<file path="src/rtl/fir_decim_rescale_if.sv">
// Stream bundle between the FIR output, the decimating rescaler and its consumer.
// The producer/consumer side is the master; the rescaler itself is the slave.
interface fir_decim_rescale_if #(
  parameter int IN_W  = 16,
  parameter int OUT_W = 8
);
  logic                    in_valid;
  logic signed [IN_W-1:0]  din;
  logic                    out_valid;
  logic                    out_ready;
  logic signed [OUT_W-1:0] dout;
  logic                    drop;
  logic                    sat_flag;

  modport master (
    output in_valid, din, out_ready,
    input  out_valid, dout, drop, sat_flag
  );

  modport slave (
    input  in_valid, din, out_ready,
    output out_valid, dout, drop, sat_flag
  );
endinterface

</file>
<file path="src/rtl/fir_decim_rescale.sv">
// Integrate-and-dump decimator for the FIR output stream. Each window sum is rounded
// half-up, arithmetically shifted and saturated onto a valid/ready output register.
module fir_decim_rescale #(
  parameter int IN_W  = 16,
  parameter int OUT_W = 8,
  parameter int DECIM = 4,
  parameter int SHIFT = 2,
  parameter int ACC_W = IN_W + 4
) (
  input logic clk,
  input logic rst,
  fir_decim_rescale_if.slave bus
);

  localparam int CNT_W  = (DECIM > 1) ? $clog2(DECIM) : 1;
  localparam int RND_SH = (SHIFT > 0) ? SHIFT - 1 : 0;
  localparam logic signed [ACC_W:0] RND  = (SHIFT > 0) ? ((ACC_W+1)'(1) << RND_SH) : '0;
  localparam logic signed [ACC_W:0] MAXV = (ACC_W+1)'((2 ** (OUT_W-1)) - 1);
  localparam logic signed [ACC_W:0] MINV = (ACC_W+1)'(-(2 ** (OUT_W-1)));

  logic signed [ACC_W-1:0] acc;
  logic [CNT_W-1:0]        cnt;
  logic signed [ACC_W:0]   dinExt;
  logic signed [ACC_W:0]   sum;
  logic signed [ACC_W:0]   rounded;
  logic signed [ACC_W:0]   scaled;
  logic                    satHi;
  logic                    satLo;
  logic signed [OUT_W-1:0] clipped;
  logic                    winEnd;

  // One extra bit over the accumulator keeps the rounding add from wrapping.
  always_comb begin
    dinExt  = {{(ACC_W+1-IN_W){bus.din[IN_W-1]}}, bus.din};
    sum     = {acc[ACC_W-1], acc} + dinExt;
    rounded = sum + RND;
    scaled  = rounded >>> SHIFT;
    satHi   = scaled > MAXV;
    satLo   = scaled < MINV;
    if (satHi)
      clipped = {1'b0, {(OUT_W-1){1'b1}}};
    else if (satLo)
      clipped = {1'b1, {(OUT_W-1){1'b0}}};
    else
      clipped = scaled[OUT_W-1:0];
    winEnd  = bus.in_valid && (cnt == CNT_W'(DECIM - 1));
  end

  // A finished window either lands in the output register or is dropped when the
  // consumer is still holding off the previous result.
  always_ff @(posedge clk) begin
    if (rst) begin
      acc           <= '0;
      cnt           <= '0;
      bus.dout      <= '0;
      bus.out_valid <= 1'b0;
      bus.drop      <= 1'b0;
      bus.sat_flag  <= 1'b0;
    end else begin
      bus.drop <= 1'b0;
      if (bus.in_valid) begin
        if (winEnd) begin
          acc <= '0;
          cnt <= '0;
        end else begin
          acc <= sum[ACC_W-1:0];
          cnt <= cnt + CNT_W'(1);
        end
      end
      if (winEnd) begin
        if (satHi || satLo)
          bus.sat_flag <= 1'b1;
        if (!bus.out_valid || bus.out_ready) begin
          bus.dout      <= clipped;
          bus.out_valid <= 1'b1;
        end else begin
          bus.drop <= 1'b1;
        end
      end else if (bus.out_valid && bus.out_ready) begin
        bus.out_valid <= 1'b0;
      end
    end
  end

endmodule

</file>
<file path="src/flat_wrapper.sv">
// flat-port wrapper written by rule: the top's interface ports become plain ports
module fir_decim_rescale_flat 
#(
  parameter int IN_W  = 16,
  parameter int OUT_W = 8,
  parameter int DECIM = 4,
  parameter int SHIFT = 2,
  parameter int ACC_W = IN_W + 4
)
  (clk, rst, bus_in_valid, bus_din, bus_out_ready, bus_out_valid, bus_dout, bus_drop, bus_sat_flag);
  fir_decim_rescale_if #(.IN_W(IN_W), .OUT_W(OUT_W)) bus_i ();
  input logic clk;
  input logic rst;
  input wire logic [$bits(bus_i.in_valid)-1:0] bus_in_valid;
  input wire logic [$bits(bus_i.din)-1:0] bus_din;
  input wire logic [$bits(bus_i.out_ready)-1:0] bus_out_ready;
  output wire logic [$bits(bus_i.out_valid)-1:0] bus_out_valid;
  output wire logic [$bits(bus_i.dout)-1:0] bus_dout;
  output wire logic [$bits(bus_i.drop)-1:0] bus_drop;
  output wire logic [$bits(bus_i.sat_flag)-1:0] bus_sat_flag;
  assign bus_i.in_valid = bus_in_valid;
  assign bus_i.din = bus_din;
  assign bus_i.out_ready = bus_out_ready;
  assign bus_out_valid = bus_i.out_valid;
  assign bus_dout = bus_i.dout;
  assign bus_drop = bus_i.drop;
  assign bus_sat_flag = bus_i.sat_flag;
  fir_decim_rescale #(.IN_W(IN_W), .OUT_W(OUT_W), .DECIM(DECIM), .SHIFT(SHIFT), .ACC_W(ACC_W)) u_core (.clk(clk), .rst(rst), .bus(bus_i));
endmodule
</file>
<file path="config.mk">
export PLATFORM = sky130hd
export DESIGN_NAME = fir_decim_rescale_flat
export DESIGN_NICKNAME = d
export VERILOG_FILES = /design/src/rtl/fir_decim_rescale_if.sv /design/src/rtl/fir_decim_rescale.sv /design/src/flat_wrapper.sv
export SDC_FILE = /design/constraint.sdc
export NUM_CORES = 1
export LEC_CHECK = 0
export ABC_AREA = 1
export CAP_MARGIN = 5
export CORE_UTILIZATION = 40
export CTS_BUF_LIST = sky130_fd_sc_hd__clkbuf_8 sky130_fd_sc_hd__clkbuf_16
export CTS_CLUSTER_DIAMETER = 100
export DETAILED_ROUTE_END_ITERATION = 8
export SYNTH_ARGS = -nofsm -noshare
export SYNTH_HDL_FRONTEND = slang
export SYNTH_SLANG_ARGS = --single-unit
export TNS_END_PERCENT = 5
</file>
<file path="constraint.sdc">
create_clock -name clk -period 3.75 [get_ports clk]
set_input_delay 0.375 -clock clk [delete_from_list [all_inputs] [get_ports clk]]
set_output_delay 0.375 -clock clk [all_outputs]
set_load 0.01 [all_outputs]
</file>
After elaboration in Yosys (flattened, before gate mapping)
Index checks and enable logic that the tools add are counted.

Input bits: 20. Bits in registers: 33. Output and inout port bits: 11. Word-level logic and storage cells: 32.

Add/sub/neg operators: 3. Magnitude comparators: 2. Bitwise operators: 1. Reduce and logical (&&, ||, !) cells: 10. Multiplexer cells: 8. Equality and inequality tests: 2.

Operators by type and width (number): 20-bit by 16-bit adder with 21-bit output (1); 21-bit by 3-bit adder with 21-bit output, second input constant (1); 20-bit 2-to-1 mux (1); 19-bit by 8-bit > comparator with 1-bit output, second input constant (1); 19-bit by 8-bit less-than comparator with 1-bit output, second input constant (1); 8-bit 2-to-1 mux (2); 2-bit AND reduction (3); 1-bit 2-to-1 mux (4); 2-bit by 1-bit adder with 2-bit output, second input constant (1); 2-bit == test, second input constant (1); 1-bit logical AND (2); 1-bit logical OR (2); 2-bit 2-to-1 mux (1); 2-bit != test, second input constant (1); 2-bit nonzero test (1); 2-bit OR reduction (1); 1-bit logical NOT (1); 1-bit inverter (1).

Depth between registers and ports, before layout
Gate-level depths: netlist of run 1.

Depth in word-level cells: 5. Depth in mapped cells: 25. Mapped depth without buffers: 25.

Least setup slack after synthesis of run 1
OpenSTA, ideal clock, no wires.

Kind: input to register. Start: input bus_din[0]. End: register u_core.bus.dout[0]. Library setup time: 0.125 ns. Arrival: 2.603 ns. Setup slack: 1.022 ns. Required time: 3.625 ns. Stages: 23. Path buffers: 0. Path through: ha_1 > inv_1 > fa_1 > inv_1 > nand3_1 > nand2_2 > nand2_1 > nand2_2 > nand2_2 > nand2_4 > inv_1 > nor2_4 > nand2_1 > nor2_1 > nand2_1 > nand2_1 > nand2_1 > inv_1 > nand2_1 > nor2_1 > nand2_1 > a21oi_4 > a21oi_1.

Longest elaborated chain between the ends: 5. Elaborated cells on any way between the ends: 6. Those cells by class: add/sub (2); order compare (2); mux (2).

RTL lines: from (decl) (line flat_wrapper.sv:15) `input wire logic [$bits(bus_i.din)-1:0] bus_din;`; 20-bit by 16-bit adder with 21-bit output * (line fir_decim_rescale.sv:35) `sum = {acc[ACC_W-1], acc} + dinExt;`; 21-bit by 3-bit adder with 21-bit output * (line fir_decim_rescale.sv:36) `rounded = sum + RND;`; 19-bit by 8-bit less-than comparator with 1-bit output (line fir_decim_rescale.sv:39) `satLo = scaled < MINV;`; 8-bit 2-to-1 mux (line fir_decim_rescale.sv:42) `else if (satLo)`; 8-bit 2-to-1 mux * (line fir_decim_rescale.sv:40) `if (satHi)`; to (signal assigned) (line fir_decim_rescale.sv:74) `bus.dout <= clipped;`; to (decl) (line fir_decim_rescale_if.sv:22) `output out_valid, dout, drop, sat_flag`.

Mark *: on every way between the ends. The rest lies on a longest branch, timed or not. A chain may end at the register's enable or synchronous reset.

Final worst setup path of run 1
Same ends and word-level chain as after synthesis.

==> results of run 1 <==
## worst paths after layout
check	slack (ns)	from	cells past startpoint	endpoint
max	0.46	bus_din[0]	22	u_core.bus.dout[0]
min	0.46	u_core.bus.sat_flag	2	u_core.bus.sat_flag
max reg2reg	0.64	u_core.acc[0]	21	u_core.bus.dout[0]
min reg2reg	0.46	u_core.bus.sat_flag	2	u_core.bus.sat_flag
## synth_stat cells (all sizes together)
master  count
a211oi      1
nand3      58
and3        2
nor3        3
clkbuf      7
nor2       53
nand4       7
o21ai      12
xor2        2
clkinv      2
xnor2       1
fa          1
nand3b      1
dfxtp      33
nand2     270
ha         22
and2        2
a21oi      40
inv        94
## power by group
group	leakage [nW]	switching (mW)	internal, mW
Clock	0.0543	0.166	0.199
Combinational	1.77	0.446	0.231
Sequential	0.270	0.0151	0.378
Total	2.09	0.627	0.808
## metal layers
| metal | track usage (%) | vias up | wire length [um] |
|---|---|---|---|
| li1 | - | 1972 | - |
| met1 | 28.8 | 1635 | 4470 |
| met2 | 38.4 | 67 | 4040 |
| met3 | 3.33 | 13 | 303 |
| met4 | 7.44 | 0 | 172 |
| met5 | 0 | - | 0 |
## registers in the layout, indices dropped and copies added, names as in the netlist
name	count
u_core.acc	20
u_core.bus.out_valid	1
u_core.cnt	2
u_core.bus.dout	8
u_core.bus.drop	1
u_core.bus.sat_flag	1
## worst max-delay path, stage by stage
cell             delay, ns
clkdlybuf4s50_1       0.46
ha_1                  0.18
inv_1                 0.06
fa_1                  0.42
inv_1                 0.09
nand3_1               0.12
nand2_2               0.14
nand2_1               0.06
nand2_1               0.12
nand3_1               0.13
nor2_2                0.14
nand2_2               0.09
nor2_4                0.16
nand3_1               0.14
clkinv_1              0.08
nand3_1               0.06
nand2_1               0.09
inv_1                 0.04
nor2_1                0.09
nand2_1               0.10
a21oi_4               0.23
a21oi_1               0.10
## kinds of logic (layout without fill, tap and decap cells)
group | count (synthesis) | after routing | synth area share (%)
AO/OA/AOI/OAI | 53 | 53 | 8.50
XOR/XNOR | 3 | 3 | 0.790
adder cells (fa/ha/maj) | 23 | 23 | 8.87
buffers and inverters | 103 | 139 | 11.6
flip-flops | 33 | 33 | 19.8
AND/OR/NAND/NOR | 396 | 396 | 50.4
## final cells by class
cell class              instances  area (um2)  share of cell area (%)
flip-flops and latches         33         661                    17.0
clock buffers                   5        68.8                    1.77
inverters                      96         360                    9.28
multi-input cells             475        2280                    58.7
well taps                     102         128                    3.29
repair buffers                 35         338                    8.70
clock inverters                 3        46.3                    1.19
==> results.cfg, run 1 <==
[drt]
detail_route.wl_per_cell_um = 12.0
finalWirelength_um = 8990
viasPerCell = 4.92
initialDrtViolationCount = 141
ant_nets = 0
vias = 3687
drc = 0
first_pass_iters = 4

[grt]
grt_pass1_wl_um = 15500
grt_max_degree = 26
grt-ovfl-total = 0
grt.total_usage_pct = 22.5
grt_pass1_vias = 3558
antenna_found_initial = 0

[timing]
worst_slack_ns = 0.457
maxSlewHeadroom_pct = 39.1
finalSetupViolations = 0
fin_tns_setup_ns = 0
rsz0062_at_grt = false
fin_crit_ns = 3.29
tightest_slew_ns = 0.910
skew_ns = 0.0123
hold_viol_final = 0
period_share_pct = 87.8
max_freq_mhz = 304
drv_slew = 0
worst_hold_slack_ns = 0.463

[floorplanning]
fp.coreArea_um2 = 7890
ios = 31
floorplan.initialDensity_pct = 42.2
chipWidth_um = 93.2
die_h_um = 93.2
num_rows = 32
die-area_um2 = 8690

[logic_synthesis]
syn_avg_cell_area_um2 = 5.45
ys_types = 28
synth_top_area_share_pct = 29.3
ys_warn_count = 0
syn_nets = 654
syn_inst = 611
synth_top_area_cell = nand2_1
seq_area_frac_synth_pct = 19.8
synth_seq_cells = 33
synth_top_cells_by_area = nand2_1 (29%), dfxtp_1 (20%), inv_1 (10%), ha_1 (8.3%), nand3_1 (8.1%)
syn-cell-area_um2 = 3330

[layout]
syn2layout_area_growth_pct = 16.7
final_util_pct = 49.2
layout-drive-gt1-share_pct = 6.34
fillers = 864
finalNonFillerCells = 749
num_antenna_cells = 0
final_nets = 689
final_area_um2 = 3880
most-common-layout-cells = nand2_1 (260), inv_1 (91), nand3_1 (54)
final_common_cell = nand2_1

[pwr]
fin_total_pwr_mw = 1.44
p_per_area_nw_per_um2 = 370
leakage_nw = 2.09
ir_worst_vdd_mv = 0.146

[clock_network]
cts_setup_buffers = 0
cts.clk_slew.worst_paths_ns = 0.08
holdBufCountCts = 0
clkLatencyLatePin_ns = 0.30
cts_made_buffers = 5
cts_sinks = 33
cts_tree = built
clock_path_buffers = 2
clock-root-buffer = clkbuf_8
cts_htree_levels = 2
post_cts_resized = 0

[worst_setup_path]
start_kind = input pin
endpoint_kind = flop
worst-path-max-fanout = 7
path_class = in -> reg
worstPathArrival_ns = 3.48
required_ns = 3.94

[place]
port_buffers = 30
place_area_um2 = 3770
dp.cells = 741
dp_worst_setup_slack_ns = 0.141
hpwlAfterDp_um = 7180
place_congestion = 0.882

[flow_run]
max_cap_viol_count = 0

[worst_hold_path]
hp-class = reg -> reg

[run_status]
outcome = complete, no violations
Power figures use the tool's default switching activity.
==> inputs of run 2 (changes only) <==
--- a/config.mk
+++ b/config.mk
@@ -11,6 +11,7 @@
 export CTS_BUF_LIST = sky130_fd_sc_hd__clkbuf_8 sky130_fd_sc_hd__clkbuf_16
 export CTS_CLUSTER_DIAMETER = 100
 export DETAILED_ROUTE_END_ITERATION = 8
+export DONT_BUFFER_PORTS = 1
 export SYNTH_ARGS = -nofsm -noshare
 export SYNTH_HDL_FRONTEND = slang
 export SYNTH_SLANG_ARGS = --single-unit
==> run 2 against run 1 <==
Effect of this change: register-to-register slack worse by 0.04 ns; total power is 1.8% lower; clock power is 2% higher; critical path depth is 1 lower; cell count is 4.5% lower; setup slack better by 0.15 ns; flip-flop and latch count stayed put; first-iteration DRC count is 18% higher.
==> results.cfg, run 2 (same netlist as run 1, synthesis figures left out) <==
[timing]
period_share_pct = 83.9
worst_hold_slack_ns = 0.123
skew_ns = 0.0116
finalSetupViolations = 0
max_freq_mhz = 318
tightest_slew_ns = 0.746
hold_viol_final = 0
rsz0062_at_grt = false
drv_slew = 0
fin_crit_ns = 3.15
worst_slack_ns = 0.603
maxSlewHeadroom_pct = 50.2
fin_tns_setup_ns = 0

[place]
hpwlAfterDp_um = 7050
dp.cells = 707
port_buffers = 0
place_congestion = 0.870
dp_worst_setup_slack_ns = 0.617

[floorplanning]
die_h_um = 93.2
chipWidth_um = 93.2
num_rows = 32
fp.coreArea_um2 = 7890
floorplan.initialDensity_pct = 42.2
ios = 31
die-area_um2 = 8690

[worst_setup_path]
start_kind = flop
endpoint_kind = flop
crit_start = u_core.acc[0]
worst-path-max-fanout = 7
path_class = reg -> reg
worstPathArrival_ns = 3.33
required_ns = 3.94
reg2reg_depth = 21
reg2reg_from = u_core.acc[0]

[clock_network]
cts_htree_levels = 2
cts_setup_buffers = 0
clkLatencyLatePin_ns = 0.31
post_cts_resized = 0
cts_tree = built
cts.clk_slew.worst_paths_ns = 0.09
cts_sinks = 33
holdBufCountCts = 0
clock-root-buffer = clkbuf_8
clock_path_buffers = 2
cts_made_buffers = 5

[drt]
ant_nets = 0
finalWirelength_um = 8960
viasPerCell = 4.93
initialDrtViolationCount = 166
vias = 3526
detail_route.wl_per_cell_um = 12.5
first_pass_iters = 4
drc = 0

[layout]
most-common-layout-cells = nand2_1 (260), inv_1 (91), nand3_1 (54)
register_area_um2 = 661
top_register = u_core.acc
largest_reg_flops = 20
top_regs = u_core.acc x20, u_core.bus.dout x8, u_core.cnt x2
finalNonFillerCells = 715
fillers = 890
final_nets = 655
layout-drive-gt1-share_pct = 6.04
syn2layout_area_growth_pct = 6.73
final_common_cell = nand2_1
multiInputGateArea_um2 = 2280
num_antenna_cells = 0

[grt]
grt-ovfl-total = 0
grt_max_degree = 26
grt_pass1_wl_um = 15500
grt_pass1_vias = 3513
antenna_found_initial = 0
grt.total_usage_pct = 22.3

[run_status]
outcome = complete, no violations

[pwr]
comb_power_share_pct = 45.6
switchingPower_mw = 0.630
p_per_area_nw_per_um2 = 397
leakage_nw = 1.96
swShare_pct = 44.7
seq_power_share_pct = 28.0
power_frac_clock_pct = 26.4
fin_total_pwr_mw = 1.41
ir_worst_vdd_mv = 0.161
power.internal_mw = 0.779

[flow_run]
max_cap_viol_count = 0

[worst_hold_path]
min_from = rst
hp-class = in -> reg
worstHoldPathCells = 1
[run 2: routing by layer]
metal  vias to the layer above  GRT usage [%]  routed length [um]  part of all wire (%)
met2                        51           38.2                4120                    46
met5                         -              0                   0                     0
li1                       1901              -                   -                     -
met4                         0           8.46                 191                   2.1
met3                        16           3.66                 232                   2.6
met1                      1558           27.9                4420                    49
[run 2: per-stage QoR]
step / instance area [um2] / util, %
finish: 3550 / 45.0
global route: 3550 / 45.0
CTS: 3550 / 45.0
detailed placement: 3440 / 43.6
global placement: 3440 / 43.6
floorplan: 3330 / -
[run 2: path summary, 6_finish.rpt]
| path | to | slack [ns] |
|---|---|---|
| max | u_core.bus.dout[2] | 0.60 |
| min | u_core.acc[2] | 0.12 |
| max reg2reg | u_core.bus.dout[2] | 0.60 |
| min reg2reg | u_core.acc[8] | 0.46 |
[run 2: worst max-delay path, cell delays in order (launching register included)]
cell and delay [ns]:
dfxtp_1 0.35, ha_1 0.19, inv_1 0.06, fa_1 0.41, inv_1 0.10, nand3_1 0.12
nand2_2 0.14, nand2_1 0.09, nand2_2 0.10, nand2_1 0.08, nand3_1 0.09, nand2_1 0.11
nor2_1 0.21, nand2_1 0.08, nor2_1 0.13, nand3_1 0.09, nand2_1 0.11, inv_1 0.05
nor2_1 0.09, nand2_1 0.10, a21oi_4 0.23, a21oi_1 0.10
[run 2: area by class of cell]
class / count / area share, %
repair buffers: 1 / 0.211
multi-input cells: 475 / 64.2
inverters: 96 / 10.1
well taps: 102 / 3.59
clock buffers: 5 / 1.94
clock inverters: 3 / 1.30
flip-flops and latches: 33 / 18.6
[run 2: power groups by stage]
stage          Clock [mW]  Sequential, mW  Combinational [mW]
2_1_floorplan           0           0.399               0.507
3_3_place_gp            0           0.402               0.629
3_5_place_dp            0           0.403               0.636
4_1_cts             0.378           0.395               0.640
5_1_grt             0.397           0.399               0.745
6_report            0.372           0.395               0.643
==> inputs of run 3 (changes only) <==
==> constraint.sdc (replaced) <==
create_clock -name clk -period 2.7 [get_ports clk]
set_input_delay 0.27 -clock clk [delete_from_list [all_inputs] [get_ports clk]]
set_output_delay 0.27 -clock clk [all_outputs]
set_load 0.01 [all_outputs]
==> run 3 against run 2 <==
Effect of this change: combinational power increased by 99%; fmax increased by 5.3%; critical endpoint is now u_core.bus.dout[5]; clock power increased by 39%; sequential share of layout area decreased by 3.6 points; first-iteration DRC count decreased by 7.8%; the run now ends with setup timing left.
==> results.cfg, run 3 (same netlist as run 1, synthesis figures left out) <==
[run_status]
outcome = finished, violations left
violations = setup timing

[clock_network]
cts_htree_levels = 2
cts_made_buffers = 5
cts.clk_slew.worst_paths_ns = 0.08
clock_path_buffers = 2
clock-root-buffer = clkbuf_8
cts_sinks = 33
cts_tree = built
clkLatencyLatePin_ns = 0.31

[worst_setup_path]
required_ns = 2.89
start_kind = flop
reg2reg_from = u_core.acc[0]
rrSetupSlack_ns = -0.29
path_class = reg -> reg
worst-path-max-fanout = 7
reg2reg_to = u_core.bus.dout[5]
worstPathArrival_ns = 3.18
endpoint_kind = flop
reg2reg_depth = 22

[pwr]
p_per_area_nw_per_um2 = 531
seq_power_share_pct = 23.4
leakage_nw = 2.37
switchingPower_mw = 1.01
comb_power_share_pct = 54.6
ir_worst_vdd_mv = 0.245
swShare_pct = 43.1
fin_total_pwr_mw = 2.35
power_frac_clock_pct = 22.0
power.internal_mw = 1.34

[layout]
largest_reg_flops = 20
syn2layout_area_growth_pct = 32.9
final_nets = 729
layout-drive-gt1-share_pct = 25.0
top_regs = u_core.acc x20, u_core.bus.dout x8, u_core.cnt x2
top_register = u_core.acc
final_area_um2 = 4420
num_antenna_cells = 0
most-common-layout-cells = nand2_1 (237), inv_1 (86), buf_4 (71)
final_common_cell = nand2_1

[drt]
drc = 0
initialDrtViolationCount = 153
first_pass_iters = 5
viasPerCell = 4.91
ant_nets = 0
vias = 3874
detail_route.wl_per_cell_um = 12.5
finalWirelength_um = 9870

[timing]
maxSlewHeadroom_pct = 80.4
tightest_slew_ns = 0.293
worst_hold_slack_ns = 0.0167
fin_crit_ns = 2.99
worst_slack_ns = -0.289
hold_viol_final = 0
finalSetupViolations = 8
drv_slew = 0
skew_ns = 0.0122
period_share_pct = 111
rsz0062_at_grt = true
max_freq_mhz = 335

[flow_run]
max_cap_viol_count = 0

[worst_hold_path]
min_from = rst
hold_end = u_core.acc[0]
worstHoldPathCells = 1
hp-class = in -> reg

[floorplanning]
fp.coreArea_um2 = 7890
ios = 31
floorplan.initialDensity_pct = 42.2
die_h_um = 93.2
chipWidth_um = 93.2
die-area_um2 = 8690
num_rows = 32

[grt]
antenna_found_initial = 0
grt_pass1_wl_um = 16700
grt-ovfl-total = 0
grt_max_degree = 26
grt_pass1_vias = 3704
grt.total_usage_pct = 23.8

[place]
place_area_um2 = 3900
place_congestion = 0.893
hpwlAfterDp_um = 7580
port_buffers = 0
dp_worst_setup_slack_ns = -0.332
[run 3: what timing repair did]
action                     CTS  global route
pin swaps                   10            39
setup endpoints to repair    9             9
resized for setup           10            76
hold buffers                 0             0
setup buffers                1            11
[run 3: layout make-up]
cell class	count	area (um2)
Sequential cell	33	662
Tap cell	102	128
Timing Repair Buffer	75	578
Multi-Input combinational cell	475	2580
Clock buffer	5	68.8
Inverter	96	360
Fill cell	790	3470
Clock inverter	3	46.3
[run 3: worst max path at each step]
| stage | startpoint | to | slack [ns] | cells after the start |
|---|---|---|---|---|
| 3_5_place_dp | u_core.acc[0] | u_core.bus.dout[4] | -0.33 | 21 |
| 2_1_floorplan | u_core.acc[0] | u_core.bus.dout[0] | 0.03 | 23 |
| 4_1_cts | u_core.acc[0] | u_core.bus.dout[4] | -0.19 | 21 |
| 6_report | u_core.acc[0] | u_core.bus.dout[5] | -0.29 | 22 |
| 3_3_place_gp | u_core.acc[0] | u_core.bus.dout[3] | -0.26 | 21 |
| 5_1_grt | u_core.acc[0] | u_core.bus.dout[5] | -0.45 | 22 |
[run 3: critical path: stages (launching register included)]
cell     delay (ns)
dfxtp_2        0.36
ha_4           0.14
inv_2          0.04
fa_2           0.39
inv_2          0.10
nand3_4        0.08
nand2_4        0.13
nand2_4        0.06
nand2_4        0.08
nand3_4        0.08
nor2_4         0.10
nand2_2        0.08
nor2_4         0.19
buf_6          0.13
nand2_2        0.04
nand2_2        0.05
nand2_1        0.04
nor2_1         0.13
nand2_1        0.07
nor2_1         0.09
nand2_1        0.10
a21oi_4        0.28
a21oi_1        0.11
[run 3: through the flow]
step | setup TNS, ns | cells | util, %
floorplan | 0 | 611 | -
global placement | -2.10 | 769 | 49.5
detailed placement | -2.69 | 769 | 49.5
CTS | -1.42 | 778 | 51.5
global route | -3.66 | 789 | 56.1
finish | -1.98 | 789 | 56.1
[run 3: metal layers]
| layer | vias to the layer above | share of wire, % | global-route usage, % | wire [um] |
|---|---|---|---|---|
| li1 | 2051 | - | - | - |
| met1 | 1725 | 47 | 30.5 | 4640 |
| met2 | 74 | 47 | 40.6 | 4610 |
| met3 | 24 | 3.5 | 3.50 | 350 |
| met4 | 0 | 2.8 | 8.46 | 272 |
| met5 | - | 0 | 0 | 0 |
[run 3: power by group through the flow]
| stage | Combinational, mW | Sequential (mW) | Clock (mW) |
|---|---|---|---|
| after floorplan | 0.705 | 0.554 | 0 |
| after global placement | 1.10 | 0.558 | 0 |
| after detailed placement | 1.10 | 0.560 | 0 |
| after CTS | 1.13 | 0.549 | 0.530 |
| after global routing | 1.44 | 0.556 | 0.543 |
| final | 1.28 | 0.550 | 0.517 |
